<file path="src/rtl/sub16_pkg.sv">
// -----------------------------------------------------------------------------
// sub16_pkg
// Shared constants and types for the nibble-serial 16-bit subtractor.
//   WIDTH / NIB / NUM_NIB : datapath width, slice width, slices per operation
//   state_t               : controller states IDLE, CALC, DONE
//   flags_t               : result flags {sign, zero, borrow, parity, overflow}
//   FLAGS_RST             : flag values that correspond to Z == 0 after reset
// -----------------------------------------------------------------------------
package sub16_pkg;

  localparam int WIDTH   = 16;
  localparam int NIB     = 4;
  localparam int NUM_NIB = 4;

  typedef enum logic [1:0] {
    IDLE = 2'd0,
    CALC = 2'd1,
    DONE = 2'd2
  } state_t;

  typedef struct packed {
    logic sign;
    logic zero;
    logic borrow;
    logic parity;
    logic overflow;
  } flags_t;

  // Z == 0: not negative, zero, no borrow, even parity, no overflow
  localparam flags_t FLAGS_RST = '{sign: 1'b0, zero: 1'b1, borrow: 1'b0,
                                   parity: 1'b1, overflow: 1'b0};

endpackage

</file>
<file path="src/rtl/sub16_serial_sub4.sv">
// -----------------------------------------------------------------------------
// sub4
// Combinational 4-bit subtract slice: {o_bout, o_d} = i_x - i_y - i_bin.
// Ports:
//   i_x, i_y : 4-bit minuend / subtrahend nibbles
//   i_bin    : borrow in from the lower nibble
//   o_d      : 4-bit difference
//   o_bout   : borrow out to the next nibble
// -----------------------------------------------------------------------------
module sub4 (
  input  logic [3:0] i_x,
  input  logic [3:0] i_y,
  input  logic       i_bin,
  output logic [3:0] o_d,
  output logic       o_bout
);

  logic [4:0] w_diff;

  // Range of the true difference is -16..15, so bit 4 of the 5-bit
  // wrap-around result is set exactly when the difference went negative.
  assign w_diff = {1'b0, i_x} - {1'b0, i_y} - {4'b0000, i_bin};
  assign o_d    = w_diff[3:0];
  assign o_bout = w_diff[4];

endmodule

</file>
<file path="src/rtl/sub16_serial.sv">
// -----------------------------------------------------------------------------
// sub16_serial
// Nibble-serial 16-bit subtractor, Z = X - Y mod 2^16, one 4-bit slice per
// clock, LSB nibble first, with a valid/ready handshake on both sides.
// Optional feature macro: SUB16_SERIAL_ADD_MODE_EN adds input `op`
// (1 = add, 0 = subtract), latched together with X and Y.
// Ports:
//   clk, rst            : clock, asynchronous active-high reset
//   in_valid / in_ready : operand handshake (in_ready high only in IDLE)
//   X, Y                : 16-bit operands
//   op                  : add/subtract select (only with the macro defined)
//   out_valid/out_ready : result handshake (out_valid high only in DONE)
//   Z                   : 16-bit result
//   sign, zero, borrow, parity, overflow : result flags
// -----------------------------------------------------------------------------
module sub16_serial
  import sub16_pkg::*;
(
  input  logic        clk,
  input  logic        rst,
  input  logic        in_valid,
  output logic        in_ready,
  input  logic [15:0] X,
  input  logic [15:0] Y,
`ifdef SUB16_SERIAL_ADD_MODE_EN
  input  logic        op,
`endif
  output logic        out_valid,
  input  logic        out_ready,
  output logic [15:0] Z,
  output logic        sign,
  output logic        zero,
  output logic        borrow,
  output logic        parity,
  output logic        overflow
);

  state_t             r_state;
  logic [WIDTH-1:0]   r_x;
  logic [WIDTH-1:0]   r_y;
  logic [WIDTH-1:0]   r_z;
  logic [1:0]         r_cnt;
  logic               r_bin;
  flags_t             r_flags;

  logic [NIB-1:0]     w_xn;
  logic [NIB-1:0]     w_yn;
  logic [NIB-1:0]     w_dn;
  logic               w_bout;
  logic               w_add;
  logic [WIDTH-1:0]   w_z_final;
  flags_t             w_flags_final;

`ifdef SUB16_SERIAL_ADD_MODE_EN
  logic               r_op;
  assign w_add = r_op;
`else
  assign w_add = 1'b0;
`endif

  // Current slice operands selected by the nibble counter.
  assign w_xn = r_x[r_cnt*NIB +: NIB];
  assign w_yn = r_y[r_cnt*NIB +: NIB];

  sub4 u_sub4 (
    .i_x    (w_xn),
    .i_y    (w_yn),
    .i_bin  (r_bin),
    .o_d    (w_dn),
    .o_bout (w_bout)
  );

  // Full result as it will look after the last slice is written.
  assign w_z_final = {w_dn, r_z[WIDTH-NIB-1:0]};

  // In add mode r_y holds ~Y and the chain starts with borrow 1, so
  // X - ~Y - 1 == X + Y; the final borrow is the inverted carry. The
  // subtract overflow formula on ~Y equals the add overflow formula on Y.
  always_comb begin
    w_flags_final.sign     = w_dn[NIB-1];
    w_flags_final.zero     = (w_z_final == '0);
    w_flags_final.borrow   = w_bout ^ w_add;
    w_flags_final.parity   = ~^w_z_final;
    w_flags_final.overflow = ( r_x[WIDTH-1] & ~r_y[WIDTH-1] & ~w_dn[NIB-1]) |
                             (~r_x[WIDTH-1] &  r_y[WIDTH-1] &  w_dn[NIB-1]);
  end

  always_ff @(posedge clk or posedge rst) begin
    if (rst) begin
      r_state <= IDLE;
      r_x     <= '0;
      r_y     <= '0;
      r_z     <= '0;
      r_cnt   <= 2'd0;
      r_bin   <= 1'b0;
      r_flags <= FLAGS_RST;
`ifdef SUB16_SERIAL_ADD_MODE_EN
      r_op    <= 1'b0;
`endif
    end else begin
      case (r_state)
        IDLE: begin
          if (in_valid) begin
            r_x   <= X;
            r_cnt <= 2'd0;
`ifdef SUB16_SERIAL_ADD_MODE_EN
            r_op  <= op;
            r_y   <= op ? ~Y : Y;
            r_bin <= op;
`else
            r_y   <= Y;
            r_bin <= 1'b0;
`endif
            r_state <= CALC;
          end
        end
        CALC: begin
          r_z[r_cnt*NIB +: NIB] <= w_dn;
          r_bin <= w_bout;
          r_cnt <= r_cnt + 2'd1;
          // Flags only change on the last slice so they never show
          // partial-result values while the chain is running.
          if (r_cnt == 2'd3) begin
            r_flags <= w_flags_final;
            r_state <= DONE;
          end
        end
        DONE: begin
          if (out_ready) begin
            r_state <= IDLE;
          end
        end
        default: r_state <= IDLE;
      endcase
    end
  end

  assign in_ready  = (r_state == IDLE);
  assign out_valid = (r_state == DONE);
  assign Z         = r_z;
  assign sign      = r_flags.sign;
  assign zero      = r_flags.zero;
  assign borrow    = r_flags.borrow;
  assign parity    = r_flags.parity;
  assign overflow  = r_flags.overflow;

endmodule

</file>
<file path="config.mk">
export PLATFORM = sky130hd
export DESIGN_NAME = sub16_serial
export DESIGN_NICKNAME = d
export VERILOG_FILES = /design/src/rtl/sub16_pkg.sv /design/src/rtl/sub16_serial_sub4.sv /design/src/rtl/sub16_serial.sv
export SDC_FILE = /design/constraint.sdc
export NUM_CORES = 1
export LEC_CHECK = 0
export CAP_MARGIN = 30
export CORE_MARGIN = 3
export CORE_UTILIZATION = 48
export CTS_BUF_LIST = sky130_fd_sc_hd__clkbuf_2
export CTS_CLUSTER_SIZE = 14
export DETAILED_ROUTE_END_ITERATION = 10
export PLACE_DENSITY = 0.78
export RECOVER_POWER = 50
export SYNTH_ARGS = -nofsm -noshare
export SYNTH_HDL_FRONTEND = slang
export SYNTH_SLANG_ARGS = --single-unit
</file>
<file path="constraint.sdc">
create_clock -name clk -period 3.9 [get_ports clk]
set_input_delay 0.585 -clock clk [delete_from_list [all_inputs] [get_ports clk]]
set_output_delay 0.585 -clock clk [all_outputs]
set_load 0.05 [all_outputs]
</file>
* Yosys cells after proc, flatten, opt, wreduce, memory -nomap -nowiden
Cells that the tools add are included.
W data, S select, Z words.
** Operators by class
- $add $sub $neg :: 4
- Equality and inequality tests :: 6
- Shift operators :: 4
- Multiplexer cells :: 9
- Bitwise gates (word level) :: 8
- Reductions and logical operators :: 8
** Operator list (number)
- $neg A4 Y34 :: 1
- $shift A4 B34 Y16 const A :: 1
- $shiftx A4 B34 Y16 :: 1
- $shiftx A16 B5 Y4 :: 2
- $bwmux W16 :: 1
- $logic_not A16 Y1 :: 1
- $reduce_xnor A16 Y1 :: 1
- $mux W2 :: 4
- $pmux W2 S3 :: 1
- $reduce_and A2 Y1 :: 3
- $sub A4 B4 Y5 :: 1
- $sub A5 B1 Y5 :: 1
- $and A1 B1 Y1 :: 4
- $eq A2 B2 Y1 const B :: 2
- $ne A2 B2 Y1 const B :: 2
- $pmux W2 S2 :: 1
- $not A1 Y1 :: 3
- $reduce_and A3 Y1 :: 1
- $add A2 B1 Y2 const B :: 1
- $eq A2 B1 Y1 const B :: 1
- $logic_not A2 Y1 :: 1
- $ne A2 B1 Y1 const B :: 1
- $pmux W1 S2 :: 1
- $reduce_bool A2 Y1 :: 1
- 2 further kinds :: 2
** Word-level totals
- Flip-flop bits (word level) :: 58
- Input bits :: 36
- Word-level logic and storage cells :: 50

* Depth between registers and ports, before layout
Gate-level depths: netlist of run 1.
- Depth after elaboration :: 6
- Depth in mapped cells :: 12
- Depth with buffers taken out :: 11

* Modules after synthesis
A second synthesis of run 1 with hierarchy kept.
** Second synthesis, totals
- Cell total of the unflattened synthesis :: 301
- Area total of the unflattened synthesis :: 2987.9 sq um
** By module, submodules not included
- sub16_serial :: instances 1, cells an instance 277, area an instance 2780.2 sq um, sequential area each 1453.9 sq um
- sub4 :: instances 1, cells an instance 24, area an instance 207.7 sq um, sequential area each 0.0 sq um

* Least setup slack after synthesis of run 1
OpenSTA, ideal clock, no wires.
- Kind :: flip-flop to flip-flop
- Start :: register r_cnt[0]
- End :: register r_flags, in the netlist parity
- Library setup time :: 79 ps
- Data arrival time :: 3569 ps
- Required time :: 3821 ps
- Path slack :: 252 ps
- Cell stages (with the launch flop) :: 13
- Buffers on the path :: 2
- Cell sequence :: dfrtp_1 -> buf_6 -> clkbuf_1 -> mux4_2 -> fa_1 -> fa_1 -> inv_1 -> ha_1 -> xnor2_1 -> xnor3_1 -> xnor2_1 -> xnor2_1 -> o21ai_0
** On the way
- Word-level cells in the longest chain between the ends :: 4
- Elaborated cells on any way between the ends :: 7
- Classes of those cells :: 2 x add/sub; 1 x eq/ne; 2 x shift; 2 x reduce/logical
** Ends and longest elaborated chain
- start: declaration :: line sub16_serial.sv:42 : logic [1:0] r_cnt;
- start signal: assignment :: line sub16_serial.sv:120 : r_cnt <= r_cnt + 2'd1;
- $shiftx A16 B5 Y4, on equally long branches :: line sub16_serial.sv:62, sub16_serial.sv:63
- $sub A4 B4 Y5 :: line sub16_serial_sub4.sv:22 : assign w_diff = {1'b0, i_x} - {1'b0, i_y} - {4'b0000, i_bin};
- $sub A5 B1 Y5 :: line sub16_serial_sub4.sv:22
- $reduce_xnor A16 Y1 :: line sub16_serial.sv:83 : w_flags_final.parity = ~^w_z_final;
- end signal: assignment :: line sub16_serial.sv:124 : r_flags <= w_flags_final;
- end: declaration :: line sub16_serial.sv:44 : flags_t r_flags;
Parallel ways exist; a longest one is shown, timed or not.
A chain may end at the register's enable or synchronous reset.

* Worst setup path after layout of run 1
Same ends and word-level chain as after synthesis.

==> impl_metrics.yaml, run 1 <==
logic_synthesis:
  syn-num-nets: 347
  synth_area_sq_um: 2910
  synth_compound_area_share_pct: 6.84
  muxShareOfSynthArea_pct: 7.18
  yosysSeqAreaShare_pct: 50.0
  synthAdderAreaFrac_pct: 8.68
  synth-edff-count: 0
  synth_seq_cells: 58
  yosys_warnings: 0
  avgSynthCellArea_sq_um: 9.97
  ys.flop_type: "dfrtp_1"
  synth.distinct_cells: 34
  netlist_instances: 292
  synthXorXnorAreaFrac_pct: 4.04
  synthSimpleGateAreaFrac_pct: 18.4
  synth_top_family_by_area: "simple AND/OR/NAND/NOR gates"
  async_flop_share_pct: 100
timing:
  setup_viol: 0
  fin_setup_tns_ps: 0
  grt_setup_unrepaired: "false"
  max_freq_ghz: 0.292
  tightest_slew_ps: 1290
  clock_skew_ps: 21.9
  fin_crit_sh_pct: 87.9
  finalHoldViolCount: 0
  slew_headroom_pct: 13.7
  worst_hold_slack_ps: 486
  fin_crit_ps: 3430
  drv_slew: 0
routing:
  drtPass1Iterations: 4
  wirelength_um: 5850
  via_per_inst: 5.00
  routed-via-count: 2148
  ant_nets: 0
  routedWlPerCell_um: 13.6
  drc: 0
  drt_iter0_drc: 56
worst_hold_path:
  hold_path.class: "register to register"
die:
  die_w_um: 83.9
  start_util_pct: 51.3
  pin_count: 59
  rows: 27
  die-area_sq_um: 7030
  die_h_um: 83.9
  core_sq_um: 5680
clock_tree:
  cts_buffer_depth: 2
  path_clk_slew_ps: 140
  hold_buffers: 0
  cts_setup_buffers: 0
  numCtsBuffers: 9
  cts_root_buf: "clkbuf_2"
  ctsResizeCount: 0
  cts_tree: "built"
  htree_levels: 3
  insertion_delay_ps: 470
  cts_sinks: 58
run:
  maxCapViolCount: 0
placed_design:
  place_congestion: 0.789
  place_hpwl_um: 4500
  portBuffers: 58
  dpl_cell_area_sq_um: 3590
  dp_cells: 415
critical_path:
  start_kind: "register"
  cp-end-kind: "register"
  worstPathArrival_ps: 3810
  ff2ff_path_depth: 12
  rr_endpoint: "parity"
  r2r_start: "r_cnt[0]"
  crit_start: "r_cnt[0]"
  path_class: "register to register"
  cp_data_required_time_ps: 4280
  cp_max_fo: 16
  crit_path_end: "parity"
  ff2ff_setup_slack_ps: 470
final_layout:
  fillers: 476
  layout_common_cells: "110 x nand2_1, 57 x clkdlybuf4s50_1, 56 x dfrtp_1"
  finalNonFillerCells: 430
  final_common_cell: "nand2_1"
  nets: 409
  syn2layout_area_growth_pct: 24.9
  finalInstanceArea_sq_um: 3630
  antennaDiodeCount: 0
  post_route_cells_drive_above_1_share_pct: 7.54
global_route:
  gr-usage-all-layers_pct: 18.2
  globalRouteOverflowTotal: 0
  grt_pass1_wl_um: 10100
  grt_max_degree: 35
  grt_pass1_vias: 2196
  antenna_found_initial: 0
status:
  outcome: "completed"
==> worst max-delay path, stage by stage, from the launching register on <==
cell     delay (ps)
dfrtp_1         420
buf_4           220
mux4_1          360
inv_1            60
fa_1            440
fa_1            640
inv_1            70
ha_1            280
xnor2_1         170
xnor3_1         260
xnor2_1         190
xnor2_1          80
o21ai_0         170
==> Yosys cell counts, types with 2 or more instances <==
master	n	area share (%)
clkbuf_1	10	1.3
ha_1	17	7.3
xnor2_1	8	2.4
nor2b_1	3	0.64
o31ai_1	3	0.77
dfstp_2	2	1.8
nand2_1	110	14
nand2b_1	5	1.1
a22o_1	13	3.9
dfrtp_1	56	48
o21ai_0	7	1.2
nor2_1	3	0.39
nand3_1	3	0.52
fa_1	2	1.4
mux4_1	2	1.8
inv_1	25	3.2
mux4_2	6	4.6
==> routing by layer <==
metal / vias up / part of all wire, % / global-route usage (%)
li1: 1077 / - / -
met1: 1006 / 45 / 22.4
met2: 56 / 49 / 30.0
met3: 9 / 4.7 / 5.43
met4: 0 / 1.7 / 7.31
met5: - / 0 / 0
==> registers in the layout, indices dropped and copies added (netlist names) <==
register  cells
sign          1
r_bin         1
parity        1
r_state       2
Z            16
r_x          16
r_cnt         2
r_y          16
zero          1
borrow        1
overflow      1
==> layout make-up <==
type                            count  area [sq um]  area share, %
Clock buffer                       10          50.0           1.38
Inverter                           25          93.8           2.58
Timing Repair Buffer               62           611           16.8
Clock inverter                      5          22.5          0.620
Tap cell                           72          90.1           2.48
Sequential cell                    58          1450           40.0
Multi-Input combinational cell    198          1310           36.1
==> cell families after synthesis <==
kind of cell	after synthesis
AO/OA/AOI/OAI	27
XOR/XNOR	11
adder cells (fa/ha/maj)	19
buffers and inverters	36
flip-flops	58
multiplexers	10
AND/OR/NAND/NOR	131
==> worst min-delay path by stage <==
stage	from	end	slack (ps)	cells past startpoint
after CTS	zero	zero	490	2
final	zero	zero	490	2
after detailed placement	r_x[2]	r_x[2]	460	2
after global placement	zero	zero	450	2
after global routing	r_y[12]	r_y[12]	520	2
after floorplan	r_y[4]	r_y[4]	440	2
==> stage by stage <==
stage               setup WS, ps  utilization, %
floorplan                    252               -
global placement             629            62.5
detailed placement           491            63.2
CTS                          453            64.5
global route                 252            64.0
finish                       474            64.0
Power of run 1 is left out: the tool's default activity adds up to more than one toggle a clock period on the data nets, which glitch-free logic cannot reach.
==> inputs of run 2 (changes only) <==
--- a/config.mk
+++ b/config.mk
@@ -9,7 +9,7 @@
 export CORE_MARGIN = 3
 export CORE_UTILIZATION = 48
 export CTS_BUF_LIST = sky130_fd_sc_hd__clkbuf_2
-export CTS_CLUSTER_SIZE = 14
+export CTS_CLUSTER_SIZE = 8
 export DETAILED_ROUTE_END_ITERATION = 10
 export PLACE_DENSITY = 0.78
 export RECOVER_POWER = 50
==> results of run 2 <==
Same layout as run 1: the final DEF is identical, and so are final timing and power.
Power of run 2 is left out for the same reason.
